### src/rtl/ad9516_spi_cfg_if.sv
// ad9516_spi_cfg_if
//   Pin bundle between one AD9516 configuration sequencer and the board side
//   (register table ROM, AD9516 control/SPI pins, status flags).
//   master : the sequencer (drives SPI pins, chip control, table index, flags)
//   slave  : the board side (drives start, table contents, lock detect)
interface ad9516_spi_cfg_if #(
  parameter int IDX_W = 6
);
  logic             start_i;
  logic [IDX_W-1:0] tbl_idx_o;
  logic [9:0]       tbl_addr_i;
  logic [7:0]       tbl_data_i;
  logic             clock_reset_o;
  logic             cs_o;
  logic             sclk_o;
  logic             sdi_o;
  logic             pd_o;
  logic             refsel_o;
  logic             ld_i;
  logic             busy_o;
  logic             done_o;
  logic             locked_o;
  logic             timeout_o;

  modport master (
    input  start_i, tbl_addr_i, tbl_data_i, ld_i,
    output tbl_idx_o, clock_reset_o, cs_o, sclk_o, sdi_o, pd_o, refsel_o,
    output busy_o, done_o, locked_o, timeout_o
  );

  modport slave (
    output start_i, tbl_addr_i, tbl_data_i, ld_i,
    input  tbl_idx_o, clock_reset_o, cs_o, sclk_o, sdi_o, pd_o, refsel_o,
    input  busy_o, done_o, locked_o, timeout_o
  );
endinterface

### src/rtl/ad9516_spi_cfg.sv
// ad9516_spi_cfg
//   Configuration sequencer for one AD9516 clock generator. On start it pulses
//   the chip reset, writes TBL_LEN register table entries over write-only SPI,
//   issues the IO-update write (0x232 <= 0x01), then qualifies PLL lock detect
//   (16 consecutive synced high samples) against a timeout.
// Ports:
//   main_100mhz_clk_i : system clock (only clock)
//   fpga_rst_i        : asynchronous active-high reset
//   bus (master)      : start, table index/addr/data, chip RESET/PD/REFSEL,
//                       SPI cs/sclk/sdi, lock detect, busy/done/locked/timeout
// Every output is registered.
module ad9516_spi_cfg #(
  parameter int CLK_DIV      = 10,
  parameter int TBL_LEN      = 60,
  parameter int IDX_W        = 6,
  parameter int RST_CYCLES   = 1000,
  parameter int LOCK_TIMEOUT = 1000000,
  parameter bit REFSEL       = 1'b0
) (
  input logic               main_100mhz_clk_i,
  input logic               fpga_rst_i,
  ad9516_spi_cfg_if.master  bus
);

  typedef enum logic [3:0] {
    S_IDLE, S_RST_LOW, S_RST_WAIT, S_FETCH, S_FRAME,
    S_GAP, S_IOUPD, S_LOCK_WAIT, S_DONE, S_FAIL
  } state_t;

  // A frame is 50 half-periods of SCLK: one low lead-in half, 24 bits of
  // (high, low), and one trailing half with cs still low.
  localparam logic [5:0] LAST_HALF       = 6'd49;
  localparam logic [5:0] LAST_RISE_HALF  = 6'd46;  // half before the 24th rise
  localparam logic [5:0] LAST_FALL_HALF  = 6'd47;  // half before the 24th fall
  localparam logic [5:0] LAST_SHIFT_HALF = 6'd45;  // no new bit after 24th fall
  localparam int         LOCK_QUAL       = 16;
  localparam logic [IDX_W-1:0] LAST_IDX  = IDX_W'(TBL_LEN - 1);

  function automatic logic [23:0] build_frame(input logic [9:0] addr,
                                              input logic [7:0] data);
    // write command, 1-byte transfer, then 13-bit address field and data
    return {1'b0, 2'b00, 3'b000, addr, data};
  endfunction

  state_t           state;
  logic [31:0]      cnt;
  logic [15:0]      div_cnt;
  logic [5:0]       half;
  logic [22:0]      shreg;
  logic             is_io;
  logic             last_ent;
  logic [IDX_W-1:0] idx;
  logic             clock_reset;
  logic             cs;
  logic             sclk;
  logic             sdi;
  logic             busy;
  logic             done;
  logic             locked;
  logic             timeout;
  logic             ld_s1;
  logic             ld_s2;
  logic [4:0]       qual;

  logic             start_ok;
  logic             qual_hit;
  logic [23:0]      frame_w;

  assign start_ok = bus.start_i &&
                    (state == S_IDLE || state == S_DONE || state == S_FAIL);
  assign qual_hit = ld_s2 && (qual == 5'(LOCK_QUAL - 1));
  assign frame_w  = (state == S_IOUPD) ? build_frame(10'h232, 8'h01)
                                       : build_frame(bus.tbl_addr_i, bus.tbl_data_i);

  always_ff @(posedge main_100mhz_clk_i or posedge fpga_rst_i) begin
    if (fpga_rst_i) begin
      state       <= S_IDLE;
      cnt         <= '0;
      div_cnt     <= '0;
      half        <= '0;
      shreg       <= '0;
      is_io       <= 1'b0;
      last_ent    <= 1'b0;
      idx         <= '0;
      clock_reset <= 1'b0;
      cs          <= 1'b1;
      sclk        <= 1'b0;
      sdi         <= 1'b0;
      busy        <= 1'b0;
      done        <= 1'b0;
      locked      <= 1'b0;
      timeout     <= 1'b0;
      ld_s1       <= 1'b0;
      ld_s2       <= 1'b0;
      qual        <= '0;
    end else begin
      ld_s1 <= bus.ld_i;
      ld_s2 <= ld_s1;

      if (start_ok) begin
        state       <= S_RST_LOW;
        cnt         <= '0;
        idx         <= '0;
        clock_reset <= 1'b0;
        busy        <= 1'b1;
        done        <= 1'b0;
        locked      <= 1'b0;
        timeout     <= 1'b0;
      end else begin
        case (state)
          S_RST_LOW: begin
            if (cnt == 32'(RST_CYCLES - 1)) begin
              cnt         <= '0;
              clock_reset <= 1'b1;
              idx         <= '0;
              state       <= S_RST_WAIT;
            end else begin
              cnt <= cnt + 32'd1;
            end
          end

          S_RST_WAIT: begin
            if (cnt == 32'(RST_CYCLES - 1)) begin
              cnt   <= '0;
              state <= S_FETCH;
            end else begin
              cnt <= cnt + 32'd1;
            end
          end

          S_FETCH, S_IOUPD: begin
            cs      <= 1'b0;
            sdi     <= frame_w[23];
            shreg   <= frame_w[22:0];
            div_cnt <= '0;
            half    <= '0;
            is_io   <= (state == S_IOUPD);
            state   <= S_FRAME;
          end

          S_FRAME: begin
            if (div_cnt == 16'(CLK_DIV - 1)) begin
              div_cnt <= '0;
              half    <= half + 6'd1;
              if (half == LAST_HALF) begin
                cs   <= 1'b1;
                sdi  <= 1'b0;
                sclk <= 1'b0;
                cnt  <= '0;
                qual <= '0;
                if (is_io) begin
                  state <= S_LOCK_WAIT;
                end else begin
                  // Advance the index at the start of the gap so the table's
                  // one-clock read latency is hidden before the next FETCH.
                  last_ent <= (idx == LAST_IDX);
                  if (idx != LAST_IDX) idx <= idx + 1'b1;
                  state <= S_GAP;
                end
              end else if (!half[0] && half <= LAST_RISE_HALF) begin
                sclk <= 1'b1;
              end else if (half[0] && half <= LAST_FALL_HALF) begin
                sclk <= 1'b0;
                if (half <= LAST_SHIFT_HALF) begin
                  sdi   <= shreg[22];
                  shreg <= {shreg[21:0], 1'b0};
                end
              end
            end else begin
              div_cnt <= div_cnt + 16'd1;
            end
          end

          S_GAP: begin
            if (cnt == 32'(2 * CLK_DIV - 1)) begin
              cnt   <= '0;
              state <= last_ent ? S_IOUPD : S_FETCH;
            end else begin
              cnt <= cnt + 32'd1;
            end
          end

          S_LOCK_WAIT: begin
            if (ld_s2) qual <= qual + 5'd1;
            else       qual <= '0;
            if (qual_hit) begin
              locked <= 1'b1;
              done   <= 1'b1;
              busy   <= 1'b0;
              state  <= S_DONE;
            end else if (cnt == 32'(LOCK_TIMEOUT - 1)) begin
              timeout <= 1'b1;
              done    <= 1'b1;
              busy    <= 1'b0;
              state   <= S_FAIL;
            end else begin
              cnt <= cnt + 32'd1;
            end
          end

          // Once locked, the flag simply follows the synced detect.
          S_DONE: locked <= ld_s2;

          default: ;
        endcase
      end
    end
  end

  assign bus.tbl_idx_o     = idx;
  assign bus.clock_reset_o = clock_reset;
  assign bus.cs_o          = cs;
  assign bus.sclk_o        = sclk;
  assign bus.sdi_o         = sdi;
  assign bus.pd_o          = 1'b1;
  assign bus.refsel_o      = REFSEL;
  assign bus.busy_o        = busy;
  assign bus.done_o        = done;
  assign bus.locked_o      = locked;
  assign bus.timeout_o     = timeout;

endmodule
### src/flat_wrapper.sv
// flat-port wrapper written by rule: the top's interface ports become plain ports
module ad9516_spi_cfg_flat 
#(
  parameter int CLK_DIV      = 10,
  parameter int TBL_LEN      = 60,
  parameter int IDX_W        = 6,
  parameter int RST_CYCLES   = 1000,
  parameter int LOCK_TIMEOUT = 1000000,
  parameter bit REFSEL       = 1'b0
)
  (main_100mhz_clk_i, fpga_rst_i, bus_start_i, bus_tbl_addr_i, bus_tbl_data_i, bus_ld_i, bus_tbl_idx_o, bus_clock_reset_o, bus_cs_o, bus_sclk_o, bus_sdi_o, bus_pd_o, bus_refsel_o, bus_busy_o, bus_done_o, bus_locked_o, bus_timeout_o);
  ad9516_spi_cfg_if #(.IDX_W(IDX_W)) bus_i ();
  input logic main_100mhz_clk_i;
  input logic fpga_rst_i;
  input wire logic [$bits(bus_i.start_i)-1:0] bus_start_i;
  input wire logic [$bits(bus_i.tbl_addr_i)-1:0] bus_tbl_addr_i;
  input wire logic [$bits(bus_i.tbl_data_i)-1:0] bus_tbl_data_i;
  input wire logic [$bits(bus_i.ld_i)-1:0] bus_ld_i;
  output wire logic [$bits(bus_i.tbl_idx_o)-1:0] bus_tbl_idx_o;
  output wire logic [$bits(bus_i.clock_reset_o)-1:0] bus_clock_reset_o;
  output wire logic [$bits(bus_i.cs_o)-1:0] bus_cs_o;
  output wire logic [$bits(bus_i.sclk_o)-1:0] bus_sclk_o;
  output wire logic [$bits(bus_i.sdi_o)-1:0] bus_sdi_o;
  output wire logic [$bits(bus_i.pd_o)-1:0] bus_pd_o;
  output wire logic [$bits(bus_i.refsel_o)-1:0] bus_refsel_o;
  output wire logic [$bits(bus_i.busy_o)-1:0] bus_busy_o;
  output wire logic [$bits(bus_i.done_o)-1:0] bus_done_o;
  output wire logic [$bits(bus_i.locked_o)-1:0] bus_locked_o;
  output wire logic [$bits(bus_i.timeout_o)-1:0] bus_timeout_o;
  assign bus_i.start_i = bus_start_i;
  assign bus_i.tbl_addr_i = bus_tbl_addr_i;
  assign bus_i.tbl_data_i = bus_tbl_data_i;
  assign bus_i.ld_i = bus_ld_i;
  assign bus_tbl_idx_o = bus_i.tbl_idx_o;
  assign bus_clock_reset_o = bus_i.clock_reset_o;
  assign bus_cs_o = bus_i.cs_o;
  assign bus_sclk_o = bus_i.sclk_o;
  assign bus_sdi_o = bus_i.sdi_o;
  assign bus_pd_o = bus_i.pd_o;
  assign bus_refsel_o = bus_i.refsel_o;
  assign bus_busy_o = bus_i.busy_o;
  assign bus_done_o = bus_i.done_o;
  assign bus_locked_o = bus_i.locked_o;
  assign bus_timeout_o = bus_i.timeout_o;
  ad9516_spi_cfg #(.CLK_DIV(CLK_DIV), .TBL_LEN(TBL_LEN), .IDX_W(IDX_W), .RST_CYCLES(RST_CYCLES), .LOCK_TIMEOUT(LOCK_TIMEOUT), .REFSEL(REFSEL)) u_core (.main_100mhz_clk_i(main_100mhz_clk_i), .fpga_rst_i(fpga_rst_i), .bus(bus_i));
endmodule
### config.mk
export PLATFORM = sky130hd
export DESIGN_NAME = ad9516_spi_cfg_flat
export DESIGN_NICKNAME = d
export VERILOG_FILES = /design/src/rtl/ad9516_spi_cfg_if.sv /design/src/rtl/ad9516_spi_cfg.sv /design/src/flat_wrapper.sv
export SDC_FILE = /design/constraint.sdc
export NUM_CORES = 1
export LEC_CHECK = 0
export ABC_AREA = 1
export CORE_UTILIZATION = 50
export CTS_CLUSTER_DIAMETER = 120
export DETAILED_ROUTE_END_ITERATION = 12
export PLACE_DENSITY = 0.68
export SLEW_MARGIN = 10
export SYNTH_ARGS = -nofsm -noshare
export SYNTH_HDL_FRONTEND = slang
export SYNTH_SLANG_ARGS = --single-unit
### constraint.sdc
create_clock -name main_100mhz_clk_i -period 5.8 [get_ports main_100mhz_clk_i]
set_input_delay 1.45 -clock main_100mhz_clk_i [delete_from_list [all_inputs] [get_ports main_100mhz_clk_i]]
set_output_delay 1.45 -clock main_100mhz_clk_i [all_outputs]
set_load 0.05 [all_outputs]
==> results_dict.tcl <==
set metrics [dict create \
    ys_ff_latch 104 \
    finalMaxSlewViolations 0 \
    ant_nets 0 \
    hold_buffers 0 \
    htree_levels 3 \
    timing.max_cap.violations 0 \
    hold_viol 0 \
    clk_latency_ns 0.36 \
    grt_overflow 0 \
    ir_drop_mv 0.2445 \
    reg2reg_slack_ns 2.53 \
    place_congestion 0.9343 \
    ys_warn_count 0 \
    multi_input_area_sq_um 3741 \
    synth.top_cell.area_share_pct 36.58 \
    fin_worst_skew_ns 0.009617 \
    pre_cts_ws_ns 1.621 \
    post-route-min-period_ns 3.806 \
    max_slew_margin_pct 38.81 \
    path_cells "clkdlybuf4s50_1 > nand3_1 > inv_1 > nor2_1 > o31ai_1 > nand3_1 > nor2_1 > a21oi_1" \
    synth_edf_count 0 \
    die_w_um 120.7 \
    area_delta_synth_final_pct 9.428 \
    nets 1070 \
    synth-async-reset-ratio_pct 100.0 \
    period_share_pct 65.63 \
    grt_max_degree 73 \
    post-cts-setup-buffer-count 0 \
    endpoint_kind "flip-flop" \
    power.density_nw_per_um2 402.8 \
    layout-drive-gt1-share_pct 7.862 \
    fmaxAchievable_mhz 262.7 \
    root_buffer "clkbuf_16" \
    setup_ws_ns 1.994 \
    required_ns 6.03 \
    dieArea_sq_um 14570 \
    num_vias 6526 \
    grt_pass1_wl_um 29020 \
    rsz0062_at_grt "no" \
    wl_um 17530 \
    syn_inst 1023 \
    drt_pre_antenna_iters 5 \
    syn_nets 1055 \
    fillers 1315 \
    post_cts_resized 0 \
    yosys.area.top_type "dfrtp_1" \
    grt_pass1_vias 5737 \
    synth_cell_type_count 49 \
    drc 0 \
    port_buffers 35 \
    n_antenna_cell 0 \
    core_area_sq_um 13830 \
    start_kind "input port" \
    cts_tree "yes" \
    finalSetupViolations 0 \
    avgSynthCellArea_sq_um 6.888 \
    rows 43 \
    crit_path_top_delay_cell "inv_1" \
    drt_iter0_drc 598 \
    ios 38 \
    register_area_sq_um 2604 \
    arrival_ns 4.03 \
    wl_per_cell_um 14.33 \
    synth-main-ff-cell "dfrtp_1" \
    worstMarginPinSlew_ns 0.9178 \
    worstPathMaxFanout 22 \
    worstSetupPathType "input port to flip-flop" \
    ys_seq_area_share_pct 36.95 \
    numCtsBuffers 9 \
    die_y_um 120.7 \
    synth_area_sq_um 7047 \
    antenna_found_initial 0 \
    path_clk_slew_ns 0.07 \
    synth_area_leaders "dfrtp_1, nand2_1, nand3_1" \
    post_drt_via_cell_ratio 5.336 \
    clock_path_buffers 2 \
    fin_setup_tns_ns 0 \
    slowest_delay_ns 0.69 \
    start_util_pct 50.96 \
    place_hpwl_um 12460 \
    status "completed" \
    grtUsageTotal_pct 25.30 \
    hold_path_class "flip-flop to flip-flop" \
    total_leakage_power_nw 3.645 \
    clock-sinks 104 \
]
[layer usage]
| metal | vias to the layer above | wire length [um] | global-route usage [%] |
|---|---|---|---|
| li1 | 3335 | - | - |
| met1 | 2969 | 8674 | 37.40 |
| met5 | - | 0 | 0 |
| met3 | 21 | 991 | 4.623 |
| met4 | 0 | 277 | 6.019 |
| met2 | 201 | 7584 | 38.11 |
[state kept, by name (all words and copies together) (netlist names), 4 cells and up]
signal	count
u_core.state	4
u_core.cnt	32
u_core.div_cnt	16
u_core.qual	5
u_core.shreg	23
u_core.bus.tbl_idx_o	6
u_core.half	6
[worst max-delay path: cells and delay by family]
kind                   cells  cell delay [ns]
and+or+nand+nor            4             1.27
AOI/OAI and AO/OA          2             0.14
buffers and inverters      2             1.17
[path summary, 6_finish.rpt]
path                            startpoint                 endpoint  cells after the start
max                            bus_start_i  u_core.bus.tbl_idx_o[4]                      8
min                           u_core.ld_s1             u_core.ld_s2                      0
max reg2reg                u_core.state[0]           u_core.cnt[25]                      9
min reg2reg                   u_core.ld_s1             u_core.ld_s2                      0
max in group asynchronous       fpga_rst_i           u_core.cnt[21]                      3
min in group asynchronous       fpga_rst_i          u_core.shreg[8]                      2
[synth_stat cells, types with 2 or more instances]
library cell  count
inv_1           115
o21ai_0          51
nand2_4           5
o31ai_1           2
conb_1            2
o21ai_1          24
buf_6             4
inv_2             8
a211oi_1          2
nor2_4            5
nand2_1         310
a21oi_1          16
o21ai_2          15
a31oi_1           5
nand4_1          18
o311ai_0         10
o211ai_1          4
or2_2             3
nand3_1          97
clkbuf_1          7
xor2_1           12
buf_12            2
nor3_2            2
buf_4             9
buf_2             7
nor3_1           14
nand3b_1          2
ha_1             10
buf_1             3
o21a_1            3
o22ai_1           5
nand2_2          10
dfrtp_1         103
nor2_2            9
nor2_1          115
[layout by cell type, fill, tap and decap left out, types with 2 or more instances in the layout]
master           netlist  final
a211oi_1               2      2
a21oi_1               16     16
a31oi_1                5      5
clkbuf_16              0      9
clkdlybuf4s50_1        0     35
clkinv_4               1      2
conb_1                 2      2
dfrtp_1              103    103
ha_1                  10     10
inv_1                115    114
inv_2                  8      8
inv_4                  1      2
inv_6                  0      2
nand2_1              310    310
nand2_2               10     10
nand2_4                5      5
nand3_1               97     97
nand3b_1               2      2
nand4_1               18     18
nor2_1               115    115
nor2_2                 9      9
nor2_4                 5      5
nor3_1                14     14
nor3_2                 2      2
o211ai_1               4      4
o21a_1                 3      3
o21ai_0               51     51
o21ai_1               24     24
o21ai_2               15     15
o22ai_1                5      5
o311ai_0              10     10
o31ai_1                2      2
or2_2                  3      3
xor2_1                12     12
[report_power, final]
group / internal, mW / leakage, nW / total [mW] / switching, mW
Sequential: 0.885 / 1.37 / 1.05 / 0.169
Combinational: 0.405 / 2.13 / 1.41 / 1.01
Clock: 0.342 / 0.146 / 0.638 / 0.295
Total: 1.63 / 3.65 / 3.11 / 1.47
[area by class of cell]
class | count | share of cell area [%]
sequential | 104 | 33.77
multi-input combinational | 762 | 48.52
tap | 180 | 2.921
inverter | 125 | 6.215
timing repair buffer | 36 | 4.641
clock inverter | 6 | 0.9736
clock buffer | 10 | 2.969
[stage by stage]
| stage | utilization (%) | total power [mW] | cell area [sq um] | std cells | hold slack [ns] |
|---|---|---|---|---|---|
| 5_1_grt | 55.77 | 3.345 | 7711 | 1223 | 0.3607 |
| 4_1_cts | 55.77 | 3.115 | 7711 | 1223 | 0.3578 |
| 3_3_place_gp | 53.57 | 2.457 | 7407 | 1207 | 0.3383 |
| 2_1_floorplan | - | 2.254 | 7047 | 1023 | 0.3312 |
| 3_5_place_dp | 53.57 | 2.469 | 7407 | 1207 | 0.3402 |
| 6_report | 55.77 | 3.106 | 7711 | 1223 | 0.3528 |
[kinds of logic (layout without fill, tap and decap cells)]
family / Yosys count / after routing / synth area share, %
simple gates: 596 / 596 / 37.50
buf+inv: 157 / 177 / 9.961
compound gates: 142 / 142 / 12.22
flops: 104 / 104 / 36.95
xor+xnor: 12 / 12 / 1.491
fa+ha+maj: 10 / 10 / 1.776
other cells: 2 / 2 / 0.1066
Note: power is estimated with default switching activity, not from simulation.
